`src/rtl/dump_sequencer.sv`:
```
// Walks the collector through every register word, then every data-memory word,
// and streams each word to the UART MSB byte first, one byte per tx_done handshake.
module dump_sequencer #(
    parameter int len    = 32,
    parameter int N_REGS = 32,
    parameter int N_MEM  = 128
) (
    input  logic           clk,
    input  logic           reset,
    input  logic           start,
    input  logic [len-1:0] data_in,
    input  logic           tx_done,
    output logic           restart_col,
    output logic           enable_next,
    output logic           send_regs,
    output logic           tx_start,
    output logic [7:0]     tx_data,
    output logic           busy,
    output logic           done
);

    localparam int NBYTES    = len / 8;
    localparam int MAX_WORDS = (N_REGS > N_MEM) ? N_REGS : N_MEM;
    localparam int WCW       = $clog2(MAX_WORDS + 1);
    localparam int BCW       = $clog2(NBYTES + 1);

    localparam logic [WCW-1:0] REG_LAST  = WCW'(N_REGS - 1);
    localparam logic [WCW-1:0] MEM_LAST  = WCW'(N_MEM - 1);
    localparam logic [BCW-1:0] BYTE_LAST = BCW'(NBYTES - 1);

    localparam logic [2:0] S_IDLE    = 3'd0;
    localparam logic [2:0] S_CLEAR   = 3'd1;
    localparam logic [2:0] S_FETCH   = 3'd2;
    localparam logic [2:0] S_LATCH   = 3'd3;
    localparam logic [2:0] S_SEND    = 3'd4;
    localparam logic [2:0] S_WAIT_TX = 3'd5;
    localparam logic [2:0] S_FINISH  = 3'd6;

    localparam logic PH_REG = 1'b0;
    localparam logic PH_MEM = 1'b1;

    logic [2:0]     state_q, state_d;
    logic           phase_q, phase_d;
    logic [WCW-1:0] word_cnt_q, word_cnt_d;
    logic [BCW-1:0] byte_cnt_q, byte_cnt_d;
    logic [len-1:0] shift_q, shift_d;

    always_comb begin
        state_d    = state_q;
        phase_d    = phase_q;
        word_cnt_d = word_cnt_q;
        byte_cnt_d = byte_cnt_q;
        shift_d    = shift_q;
        case (state_q)
            S_IDLE: begin
                if (start) begin
                    state_d    = S_CLEAR;
                    phase_d    = PH_REG;
                    word_cnt_d = '0;
                end
            end
            S_CLEAR: state_d = S_FETCH;
            S_FETCH: state_d = S_LATCH;
            S_LATCH: begin
                // The collector's registered output is valid one cycle after FETCH.
                shift_d    = data_in;
                byte_cnt_d = '0;
                state_d    = S_SEND;
            end
            S_SEND: state_d = S_WAIT_TX;
            S_WAIT_TX: begin
                if (tx_done) begin
                    if (byte_cnt_q != BYTE_LAST) begin
                        shift_d    = shift_q << 8;
                        byte_cnt_d = byte_cnt_q + BCW'(1);
                        state_d    = S_SEND;
                    end else if (phase_q == PH_REG && word_cnt_q == REG_LAST) begin
                        // Collector keeps separate address counters, so no second restart.
                        phase_d    = PH_MEM;
                        word_cnt_d = '0;
                        state_d    = S_FETCH;
                    end else if (phase_q == PH_MEM && word_cnt_q == MEM_LAST) begin
                        word_cnt_d = word_cnt_q + WCW'(1);
                        state_d    = S_FINISH;
                    end else begin
                        word_cnt_d = word_cnt_q + WCW'(1);
                        state_d    = S_FETCH;
                    end
                end
            end
            S_FINISH: state_d = S_IDLE;
            default:  state_d = S_IDLE;
        endcase
    end

    always_ff @(posedge clk) begin
        if (!reset) begin
            state_q    <= S_IDLE;
            phase_q    <= PH_REG;
            word_cnt_q <= '0;
            byte_cnt_q <= '0;
            shift_q    <= '0;
        end else begin
            state_q    <= state_d;
            phase_q    <= phase_d;
            word_cnt_q <= word_cnt_d;
            byte_cnt_q <= byte_cnt_d;
            shift_q    <= shift_d;
        end
    end

    // Every output comes from state or a register, never straight from an input.
    assign restart_col = (state_q == S_CLEAR);
    assign enable_next = (state_q == S_FETCH);
    assign tx_start    = (state_q == S_SEND);
    assign done        = (state_q == S_FINISH);
    assign busy        = (state_q != S_IDLE);
    assign send_regs   = (state_q != S_IDLE) && (phase_q == PH_REG);
    assign tx_data     = shift_q[len-1 -: 8];

endmodule

```
`config.mk`:
```
export PLATFORM = sky130hd
export DESIGN_NAME = dump_sequencer
export DESIGN_NICKNAME = d
export VERILOG_FILES = /design/src/rtl/dump_sequencer.sv
export SDC_FILE = /design/constraint.sdc
export NUM_CORES = 1
export LEC_CHECK = 0
export ABC_CLOCK_PERIOD_IN_PS = 5300
export BUFFER_PORTS_ARGS = -buffer_cell sky130_fd_sc_hd__buf_2
export CAP_MARGIN = 20
export CELL_PAD_IN_SITES_DETAIL_PLACEMENT = 1
export CELL_PAD_IN_SITES_GLOBAL_PLACEMENT = 2
export CORE_ASPECT_RATIO = 0.7
export CORE_MARGIN = 3
export CORE_UTILIZATION = 33
export DETAILED_ROUTE_END_ITERATION = 10
export GPL_TIMING_DRIVEN = 0
export PLACE_DENSITY_LB_ADDON = 0.05
export SKIP_LAST_GASP = 1
export SLEW_MARGIN = 30
export SYNTH_ARGS = -nofsm -noshare
export SYNTH_HDL_FRONTEND = slang
export SYNTH_SLANG_ARGS = --single-unit
```
`constraint.sdc`:
```
create_clock -name clk -period 5.3 [get_ports clk]
set_clock_uncertainty 0.05 [all_clocks]
set_input_delay 1.06 -clock clk [delete_from_list [all_inputs] [get_ports clk]]
set_output_delay 1.06 -clock clk [all_outputs]
set_load 0.02 [all_outputs]
```
==> flow_summary.json <==
{
  "run_status": "finished, final reports clean",
  "cts_made_buffers": 5,
  "cts_buffer_depth": 2,
  "place.gp.congestion": 0.767,
  "port_buffers": 49,
  "critical_path_class": "reg2out",
  "synth.cell_area_um2": 2190,
  "cts_tree": "yes",
  "start_kind": "flip-flop",
  "max_slew_margin_pct": 59.3,
  "slew_violations": 0,
  "postPlaceCellArea_um2": 2550,
  "grt_usage_pct": 18.2,
  "wl_mm": 6.51,
  "drc": 0,
  "coreArea_um2": 6340,
  "fin_util_pct": 42.3,
  "area_growth_pct": 22.5,
  "power_leakage_nw": 1.05,
  "diodes": 0,
  "grt_antenna_before_repair": 0,
  "cts_num_sinks": 47,
  "crit_fanout": 10,
  "tightest_slew_ps": 610,
  "dieArea_um2": 7660,
  "synthTopCellsByArea": "dfxtp_1 43%, nand2_1 9.6%, a311oi_1 9.6%",
  "dr.pass1.iters": 4,
  "routedWlPerCell_um": 15.5,
  "start_util_pct": 34.5,
  "post_cts_resized": 0,
  "hp-class": "reg2reg",
  "clk_latency_ps": 300,
  "overflow": 0,
  "die_width_um": 103,
  "yosys_warnings": 0,
  "p_per_area_nw_per_um2": 281,
  "tns_ps": 0,
  "fin_crit_sh_pct": 52.2,
  "arrival_ps": 1650,
  "maxCapViolations": 0,
  "drive_above_1_share_pct": 22.2,
  "grt_max_degree": 15,
  "avgViaCountPerCell": 5.05,
  "yosysTopAreaCell": "dfxtp_1",
  "hold_viol": 0,
  "setup_viol": 0,
  "setup_slack_ps": 2540,
  "ant_nets": 0,
  "crit_path_end_kind": "output port",
  "cts_setup_buffers": 0,
  "avgSynthCellArea_um2": 8.05,
  "num_vias": 2120,
  "fmax_mhz": 362,
  "layout.nets": 367,
  "required_ps": 4190,
  "synth_top_area_share_pct": 43.0,
  "dp_hpwl_mm": 4.98,
  "synthCells": 272,
  "h-tree-depth": 2,
  "pin_count": 50,
  "final_cell_mix": "56 x buf_2, 56 x nand2_1, 47 x dfxtp_1",
  "grt_pass1_wl_mm": 10.7,
  "first_iter_violations": 77,
  "ys_types": 41,
  "yosysSeqAreaShare_pct": 43.0,
  "dp_slack_ps": 2610,
  "stdcell_area_um2": 2680,
  "hold_buffers": 0,
  "clkSlewWorstSetupHoldPaths_ps": 90,
  "peakVddDrop_mv": 0.128,
  "root_buffer": "clkbuf_8",
  "synth-seq-cells": 47,
  "die_y_um": 74.1,
  "rsz0062_at_grt": "no",
  "period_minus_slack_ps": 2760,
  "synth.net_count": 311,
  "grt_pass1_vias": 2042,
  "rows": 24
}
-- registers in the layout (all words and copies together), names as in the netlist --
register	cells
shift_q	32
word_cnt_q	8
byte_cnt_q	3
state_q	3
phase_q	1
-- synth_stat cells --
master,instances
nor3b_1,1
o32ai_1,1
nor4_1,1
a21oi_1,9
clkbuf_1,12
nor4bb_1,1
o21ai_1,1
nor3_1,3
a22oi_1,8
nand4b_1,1
or3_1,2
inv_2,1
o2111a_1,1
xnor2_1,4
dfxtp_1,47
o21a_1,2
nand3b_1,1
a211oi_1,2
nand4_1,1
a31oi_1,1
buf_2,7
and3_1,1
o211ai_1,1
a21o_1,1
nor2_1,41
a311oi_1,24
nor2b_1,5
and3b_1,1
o21ai_0,3
ha_1,3
o31ai_1,2
or4_1,3
nand2b_1,3
inv_1,2
or3b_4,1
a2111oi_0,2
buf_4,8
nand3_1,4
nand2_1,56
and2_1,3
a41oi_1,1
-- area by class of cell --
type                    instances  area [um^2]
inverters                       3         11.3
multi-input cells             195         1100
fillers                       805         3660
plain buffers                  27          140
clock inverters                 2         60.1
repair buffers                 49          245
flip-flops and latches         47          941
clock buffers                   6         72.6
well taps                      91          114
-- routing by layer --
metal	part of all wire, %	up-vias	GRT usage (%)
met5	0	-	0
met4	0.91	0	4.17
met3	3.3	7	3.75
met2	40	31	25.0
met1	55	1015	28.6
li1	-	1067	-
-- kinds of logic (layout without fill, tap and decap cells) --
logic type      Yosys count  count (layout)  synth area share, %
xor+xnor                  4               4                 1.60
flops                    47              47                 43.0
buf+inv                  30              87                 6.92
compound gates           59              59                 20.5
simple gates            129             129                 26.3
fa+ha+maj                 3               3                 1.72
-- critical path, stage by stage, from the launching register on --
cell      delay [ps]
dfxtp_1          460
clkbuf_1         340
nor3b_1          330
buf_2            230
-- worst paths after layout --
check | startpoint | endpoint | slack (ps) | cells after the start
max | state_q[0] | restart_col | 2540 | 3
min reg2reg | byte_cnt_q[2] | byte_cnt_q[2] | 410 | 2
min | byte_cnt_q[2] | byte_cnt_q[2] | 410 | 2
max reg2reg | byte_cnt_q[0] | shift_q[24] | 3130 | 7
-- through the flow --
step | hold WS (ps) | power (mW) | cells
3_5_place_dp | 397 | 0.448 | 412
3_3_place_gp | 391 | 0.447 | 412
4_1_cts | 409 | 0.765 | 420
2_1_floorplan | 382 | 0.416 | 272
6_report | 408 | 0.754 | 420
5_1_grt | 436 | 0.784 | 420
-- report_power, final --
group	switching (mW)	internal (mW)	leakage, nW
Clock	0.126	0.189	0.0654
Combinational	0.0433	0.0301	0.606
Sequential	0.00581	0.360	0.379
Power figures use the tool's default switching activity.
